==> src/rtl/melody_sequencer.sv <==
`timescale 1ns/1ps
// melody_sequencer
// ----------------
// Steps through a small note table and drives the piano beeper stage
// directly. Each table entry holds a tone half-period and a duration in
// tempo ticks. Playback walks the table from entry 0. A short silent
// articulation gap follows every note. Playback can be one-shot or looped.
// The table can be rewritten at any time from a key/host front end.
//
// Ports:
//   clk      : system clock
//   rst_n    : asynchronous active-low reset
//   start    : level-sampled; begins playback from entry 0 when idle
//   stop     : aborts playback (priority over start)
//   loop     : sampled at end of table; 1 restarts from entry 0
//   wr_en    : table write strobe
//   wr_addr  : table write address
//   wr_tone  : tone half-period to write (0 = rest)
//   wr_dur   : duration in ticks to write (0 = end-of-sequence marker)
//   enable   : beeper enable
//   tone     : beeper tone half-period
//   busy     : high whenever the sequencer is not idle
//   note_idx : index of the entry being played
//   done     : one-cycle pulse when a one-shot sequence completes
//
// Handshake: start/stop/loop are plain levels sampled on every rising clk
// edge. There is no ready signal. A start seen while busy is simply dropped.
// The write port is fire-and-forget and is accepted in every state.
module melody_sequencer #(
    parameter int WIDTH     = 32,
    parameter int DUR_W     = 8,
    parameter int ADDR_W    = 4,
    parameter int TICK_DIV  = 120000,
    parameter int GAP_TICKS = 2
) (
    input  logic              clk,
    input  logic              rst_n,
    input  logic              start,
    input  logic              stop,
    input  logic              loop,
    input  logic              wr_en,
    input  logic [ADDR_W-1:0] wr_addr,
    input  logic [WIDTH-1:0]  wr_tone,
    input  logic [DUR_W-1:0]  wr_dur,
    output logic              enable,
    output logic [WIDTH-1:0]  tone,
    output logic              busy,
    output logic [ADDR_W-1:0] note_idx,
    output logic              done
);

    localparam int NOTE_COUNT = 2**ADDR_W;
    localparam int PRE_W      = $clog2(TICK_DIV);
    localparam int GAP_W      = (GAP_TICKS > 1) ? $clog2(GAP_TICKS + 1) : 1;
    localparam logic [PRE_W-1:0]  PRE_MAX  = PRE_W'(TICK_DIV - 1);
    localparam logic [ADDR_W-1:0] LAST_IDX = '1;

    typedef enum logic [2:0] {
        S_IDLE,
        S_FETCH,
        S_LOAD,
        S_PLAY,
        S_GAP,
        S_ADVANCE
    } state_t;

    state_t state, state_n;

    // ------------------------------------------------------------------
    // Note table: synchronous read of note_idx every cycle. A same-cycle
    // write to the address being read returns the old contents, because
    // both sides update with non-blocking assignments.
    // ------------------------------------------------------------------
    logic [WIDTH+DUR_W-1:0] mem [NOTE_COUNT];
    logic [WIDTH+DUR_W-1:0] rd_data;
    logic [WIDTH-1:0]       rd_tone;
    logic [DUR_W-1:0]       rd_dur;

    always_ff @(posedge clk) begin
        if (wr_en) begin
            mem[wr_addr] <= {wr_tone, wr_dur};
        end
        rd_data <= mem[note_idx];
    end

    assign rd_tone = rd_data[WIDTH+DUR_W-1:DUR_W];
    assign rd_dur  = rd_data[DUR_W-1:0];

    // ------------------------------------------------------------------
    // Registers
    // ------------------------------------------------------------------
    logic [PRE_W-1:0]  presc, presc_n;
    logic [DUR_W-1:0]  dur_ctr, dur_n;
    logic [GAP_W-1:0]  gap_ctr, gap_n;
    logic [ADDR_W-1:0] idx_n;
    logic              en_n;
    logic [WIDTH-1:0]  tone_n;
    logic              done_n;
    logic              tick;
    logic              at_end;

    // The prescaler free-runs while busy. It is not realigned per note, so
    // the first tick of a note may come after only part of a tick period.
    assign tick = (state != S_IDLE) && (presc == PRE_MAX);

    // An end-of-sequence is either an explicit marker (dur==0) or the last
    // table entry finishing.
    assign at_end = ((state == S_LOAD) && (rd_dur == '0)) ||
                    ((state == S_ADVANCE) && (note_idx == LAST_IDX));

    assign busy = (state != S_IDLE);

    always_ff @(posedge clk or negedge rst_n) begin
        if (!rst_n) begin
            state    <= S_IDLE;
            presc    <= '0;
            dur_ctr  <= '0;
            gap_ctr  <= '0;
            note_idx <= '0;
            enable   <= 1'b0;
            tone     <= '0;
            done     <= 1'b0;
        end else begin
            state    <= state_n;
            presc    <= presc_n;
            dur_ctr  <= dur_n;
            gap_ctr  <= gap_n;
            note_idx <= idx_n;
            enable   <= en_n;
            tone     <= tone_n;
            done     <= done_n;
        end
    end

    // ------------------------------------------------------------------
    // Next-state and next-output logic
    // ------------------------------------------------------------------
    always_comb begin
        state_n = state;
        idx_n   = note_idx;
        dur_n   = dur_ctr;
        gap_n   = gap_ctr;
        en_n    = enable;
        tone_n  = tone;
        done_n  = 1'b0;

        if (stop && (state != S_IDLE)) begin
            state_n = S_IDLE;
            en_n    = 1'b0;
            tone_n  = '0;
        end else begin
            case (state)
                S_IDLE: begin
                    if (start && !stop) begin
                        state_n = S_FETCH;
                        idx_n   = '0;
                    end
                end

                S_FETCH: begin
                    state_n = S_LOAD;
                end

                S_LOAD, S_ADVANCE: begin
                    if (at_end) begin
                        // Looping from entry 0 onto an immediate marker would
                        // spin forever, so that case finishes instead.
                        if (loop && (note_idx != '0)) begin
                            idx_n   = '0;
                            state_n = S_FETCH;
                        end else begin
                            state_n = S_IDLE;
                            done_n  = 1'b1;
                            en_n    = 1'b0;
                            tone_n  = '0;
                        end
                    end else if (state == S_LOAD) begin
                        // Tone and enable update together here, so back-to-back
                        // notes with no gap never glitch enable low.
                        dur_n   = rd_dur;
                        tone_n  = rd_tone;
                        en_n    = (rd_tone != '0);
                        state_n = S_PLAY;
                    end else begin
                        idx_n   = note_idx + ADDR_W'(1);
                        state_n = S_FETCH;
                    end
                end

                S_PLAY: begin
                    if (tick) begin
                        if (dur_ctr == DUR_W'(1)) begin
                            if (GAP_TICKS == 0) begin
                                state_n = S_ADVANCE;
                            end else begin
                                // Tone is held through the gap; only enable drops.
                                en_n    = 1'b0;
                                gap_n   = GAP_W'(GAP_TICKS);
                                state_n = S_GAP;
                            end
                        end else begin
                            dur_n = dur_ctr - DUR_W'(1);
                        end
                    end
                end

                S_GAP: begin
                    if (tick) begin
                        if (gap_ctr == GAP_W'(1)) begin
                            state_n = S_ADVANCE;
                        end else begin
                            gap_n = gap_ctr - GAP_W'(1);
                        end
                    end
                end

                default: begin
                    state_n = S_IDLE;
                end
            endcase
        end

        // Held at zero in IDLE, which also clears it on the start accept.
        if ((state == S_IDLE) || (state_n == S_IDLE) || tick) begin
            presc_n = '0;
        end else begin
            presc_n = presc + PRE_W'(1);
        end
    end

endmodule

==> config.mk <==
export PLATFORM = sky130hd
export DESIGN_NAME = melody_sequencer
export DESIGN_NICKNAME = d
export VERILOG_FILES = /design/src/rtl/melody_sequencer.sv
export SDC_FILE = /design/constraint.sdc
export NUM_CORES = 1
export LEC_CHECK = 0
export CAP_MARGIN = 20
export CELL_PAD_IN_SITES_DETAIL_PLACEMENT = 1
export CELL_PAD_IN_SITES_GLOBAL_PLACEMENT = 2
export CORE_UTILIZATION = 48
export DETAILED_ROUTE_END_ITERATION = 12
export PLACE_DENSITY = 0.88
export SLEW_MARGIN = 10
export SYNTH_ARGS = -nofsm -noshare
export SYNTH_HDL_FRONTEND = slang
export SYNTH_SLANG_ARGS = --single-unit
==> constraint.sdc <==
create_clock -name clk -period 3.2 [get_ports clk]
set_input_delay 0.32 -clock clk [delete_from_list [all_inputs] [get_ports clk]]
set_output_delay 0.32 -clock clk [all_outputs]
set_load 0.02 [all_outputs]
### Word level (Yosys, flattened, before mapping)

Memory sizes are Yosys's and may differ from the RTL's. A register that Yosys moved wholly into a read port is not among the register bits.
Cells that the tools add are included.
Widths: inputs -> output; s select.

| cells by class | value |
|---|---|
| add/sub/neg operators | 4 |
| eq/ne operators | 24 |
| reductions and logical operators | 28 |
| bitwise operators | 1 |
| muxes and demuxes | 44 |

Operator list:

| operator | number |
|---|---|
| $mux 32 | 5 |
| $mux 8 | 4 |
| $reduce_bool 32->1 | 1 |
| $mux 3 | 7 |
| $add 17x1->17 const B | 1 |
| $eq 17x17->1 const B | 1 |
| $mux 17 | 1 |
| $mux 4 | 4 |
| $ne 2x2->1 const B | 8 |
| $pmux 8 s2 | 1 |
| $ne 3x3->1 const B | 5 |
| $pmux 3 s5 | 1 |
| $mux 1 | 13 |
| $reduce_and 6->1 | 2 |
| $mux 2 | 5 |
| $reduce_and 5->1 | 2 |
| $reduce_bool 3->1 | 3 |
| $eq 8x1->1 const B | 1 |
| $logic_not 8->1 | 1 |
| $ne 4x4->1 const B | 2 |
| $pmux 4 s2 | 1 |
| $reduce_bool 2->1 | 4 |
| $sub 8x1->8 const B | 1 |
| $eq 3x2->1 const B | 2 |
| other kinds (16) | 25 |

| storage, ports and cells | value |
|---|---|
| register bits | 68 |
| memories kept | 1 |
| word-level logic and storage cells | 110 |
| RAM bits | 640 |
| output and inout bits | 39 |

Memory list:

| name | words | width | rd ports | clocked after memory_dff | write ports | line | text |
|---|---|---|---|---|---|---|---|
| mem | 16 | 40 | 1 | 1 | 1 | 74 | `logic [WIDTH+DUR_W-1:0] mem [NOTE_COUNT];` |

### Depth between registers and ports, before layout

| depth | value |
|---|---|
| depth in word-level cells | 10 |
| gate-level depth with buffers | 12 |
| gate-level depth less buffers | 8 |

### Least setup slack after synthesis

Ideal clock, no wire load.

| timing | value |
|---|---|
| path kind | input -> register |
| start point | input port wr_addr[2] |
| end point | memory mem[0][0] (netlist bit) (enable) |
| cell stages on the path | 2 |
| buffers on the path | 0 |
| slack | -0.862 ns |
| arrival time | 3.575 ns |
| setup time | 0.487 ns |
| data required time | 2.713 ns |
| cells stage by stage | or3b_2 -> nor3_1 |

RTL lines:

| item | line | text |
|---|---|---|
| start, declared | 42 | `input logic [ADDR_W-1:0] wr_addr,` |
| end, declared | 74 |  |

No word-level cell before the write port.

### Worst setup path in the final report

| timing | value |
|---|---|
| start point | register note_idx[0] |
| end point | output port note_idx[0] |

RTL lines:

| item | line | text |
|---|---|---|
| start, declared | 48 | `output logic [ADDR_W-1:0] note_idx,` |
| start signal, assigned | 128 | `note_idx <= idx_n;` |

No word-level cell between the ends.

==> flow_metrics.tcl <==
set metrics [dict create \
    status "finished clean" \
    drv_cap 0 \
    synthTopCellsByCount "edfxtp_1 (640), mux4_2 (200), nand2_1 (89), dfrtp_1 (68), nor2_1 (44)" \
    place_area_sq_um 30600 \
    synth_top_cell_by_area "edfxtp_1" \
    synthFlopType "edfxtp_1" \
    pre_cts_ws_ns 0.608 \
    wirelength_um 68900 \
    tns_ns 0 \
    seqPwrFrac_pct 45.2 \
    io_buffers 88 \
    clock_power_share_pct 32.5 \
    antenna_found_initial 6 \
    startpoint "note_idx[0]" \
    drt_iter0_markers 1323 \
    crit_end "note_idx[0]" \
    met2_length_um 34500 \
    hold_viol 0 \
    io_pins 89 \
    ant_nets 0 \
    core_sq_um 58100 \
    clock.fmax_ghz 0.346 \
    dpl.hpwl_um 37100 \
    critPathLaunchType "flip-flop" \
    p_sw_share_pct 28.5 \
    holdCritPathClass "primary input to async pin" \
    grt_setup_unrepaired "no" \
    p_leak_nw 10.6 \
    comb_power_share_pct 22.3 \
    r2r-end "tone[8]" \
    clock_sinks 748 \
    htree_levels 3 \
    root_buffer "clkbuf_16" \
    crit_chain "buf_4 -> clkdlybuf4s50_1" \
    finalMaxSlewViolations 0 \
    fin_crit_sh_pct 90.3 \
    fin_nets 1538 \
    end_kind "output port" \
    clk_path_buf_depth 3 \
    vias_per_cell 6.02 \
    wire_per_inst_um 29.8 \
    grt_pass1_wl_um 101000 \
    start_util_pct 48.9 \
    crit_slowest_cell "dfrtp_4" \
    p_sw_w 0.00768 \
    synth_seq_area_share_pct 76.3 \
    yosys.area.top_type_share_pct 67.5 \
    powerDensity_nw_per_um2 816 \
    arrival_ns 2.57 \
    critPathKind "flip-flop to output port" \
    wl_met3_um 5390 \
    synth_edf_count 640 \
    clk_latency_ns 0.62 \
    reg2reg_depth 7 \
    multi_input_area_sq_um 6480 \
    hold_ws_ns 0.434 \
    clock_skew_ns 0.0207 \
    tightest_slew_ns 0.878 \
    vdd_ir_drop_max_mv 0.501 \
    postSynthCellCount 1346 \
    numCtsBuffers 73 \
    row_count 88 \
    gp_congestion 0.737 \
    fillers 4959 \
    highest_layer "met5" \
    grt_usage_pct 23.5 \
    drive_gt1_share_pct 24.7 \
    reg2reg_from "note_idx[0]" \
    gr-total-overflow 0 \
    critical_path.max_stage_delay_ns 0.74 \
    fin_ws_ns 0.312 \
    slew_headroom_pct 41.5 \
    regToRegSetupSlack_ns 0.52 \
    die-area_sq_um 60300 \
    grt_max_degree 69 \
    yosysMostFrequentCell "edfxtp_1" \
    setup_violations 0 \
    drt_pass1_iterations 5 \
    seqCellArea_sq_um 21700 \
    drc 0 \
    intPower_w 0.0193 \
    yosysUniqueCellTypes 65 \
    worstPathMaxFanout 19 \
    synth-seq-cells 748 \
    synth_area_per_cell_sq_um 21.1 \
    syn_area_sq_um 28500 \
    die_w_um 245 \
    die-height_um 245 \
    yosys_warnings 0 \
    cts_tree "built" \
    wl_met1_um 27300 \
    syn_to_final_growth_pct 16.0 \
    postCtsSetupBuffers 0 \
    vias 13900 \
    critical_path_required_ns 2.88 \
    clk_pin_slew_ns 0.07 \
    finish.instance_area_sq_um 33000 \
    syn-num-nets 1402 \
    synth_area_leaders "edfxtp_1 (68%), mux4_2 (16%), dfrtp_1 (6.0%)" \
    grt_pass1_vias 15000 \
    period_minus_slack_ns 2.89 \
    synth_async_sr_flop_share_pct 9.09 \
]
## area by class of cell
| class | instances | area share (%) |
|---|---|---|
| sequential | 748 | 65.9 |
| multi-input combinational | 524 | 19.6 |
| clock buffer | 90 | 5.98 |
| timing repair buffer | 126 | 4.13 |
| tap | 765 | 2.90 |
| clock inverter | 45 | 1.37 |
| inverter | 9 | 0.102 |
| antenna | 2 | 0.0152 |
## worst max-delay path: cells and delay by family, from the launching register on
kind | cells | cell delay [ns]
buf+inv | 2 | 1.19
flops | 1 | 0.74
## power groups by stage
stage / Combinational, W / Clock [W] / Sequential, W
4_1_cts: 0.00607 / 0.00887 / 0.0122
3_5_place_dp: 0.00597 / 0 / 0.0123
5_1_grt: 0.00647 / 0.00915 / 0.0123
3_3_place_gp: 0.00578 / 0 / 0.0123
6_report: 0.00601 / 0.00876 / 0.0122
2_1_floorplan: 0.00410 / 0 / 0.0121
## flip-flops by register name, summed over array words and instances (netlist names)
| name | flops |
|---|---|
| done | 1 |
| tone | 32 |
| enable | 1 |
| state | 3 |
| rd_data | 40 |
| dur_ctr | 8 |
| note_idx | 4 |
| presc | 17 |
| gap_ctr | 2 |
| mem | 640 |
## stage by stage
stage                     cells  utilization [%]  power, W
final                      2309             56.8    0.0269
after global placement     2171             52.6    0.0181
after detailed placement   2171             52.6    0.0183
after floorplan            1346                -    0.0162
after CTS                  2307             56.7    0.0271
after global routing       2309             56.8    0.0279
## worst min-delay path by stage
| stage | end | slack, ns | start |
|---|---|---|---|
| floorplan | done | 0.02 | rst_n |
| global placement | tone[18] | 0.44 | rd_data[26] |
| detailed placement | tone[18] | 0.44 | rd_data[26] |
| CTS | state[2] | 0.44 | stop |
| global route | tone[10] | 0.47 | rd_data[18] |
| finish | presc[16] | 0.43 | rst_n |
## kinds of logic after synthesis
logic type               synth area share [%]
AO/OA/AOI/OAI                            1.84
XOR/XNOR                                0.431
adder cells (fa/ha/maj)                 0.264
buffers and inverters                    1.40
flip-flops                               76.3
multiplexers                             16.0
AND/OR/NAND/NOR                          3.75
## routing by layer
metal / global-route usage [%] / vias up
met5: 0 / -
met4: 7.96 / 6
met3: 5.28 / 110
met2: 38.3 / 572
met1: 31.5 / 7392
li1: - / 5810
## timing repair
item / in CTS / in global routing
hold buffers: 1 / 0
hold endpoints to repair: 68 / 0
resized for setup: 0 / 0
setup endpoints to repair: 0 / 0
## cell usage in the layout (no fill, tap or decap), types with 21 or more instances in the layout
master / synthesis / final
nor2_1: 44 / 32
clkdlybuf4s50_1: 0 / 87
o21ai_0: 30 / 30
clkbuf_16: 0 / 74
mux4_2: 200 / 200
edfxtp_1: 640 / 640
nand2_1: 89 / 89
buf_4: 6 / 21
dfxtp_1: 40 / 40
dfrtp_1: 68 / 64
(Power assumes the default switching activity.)
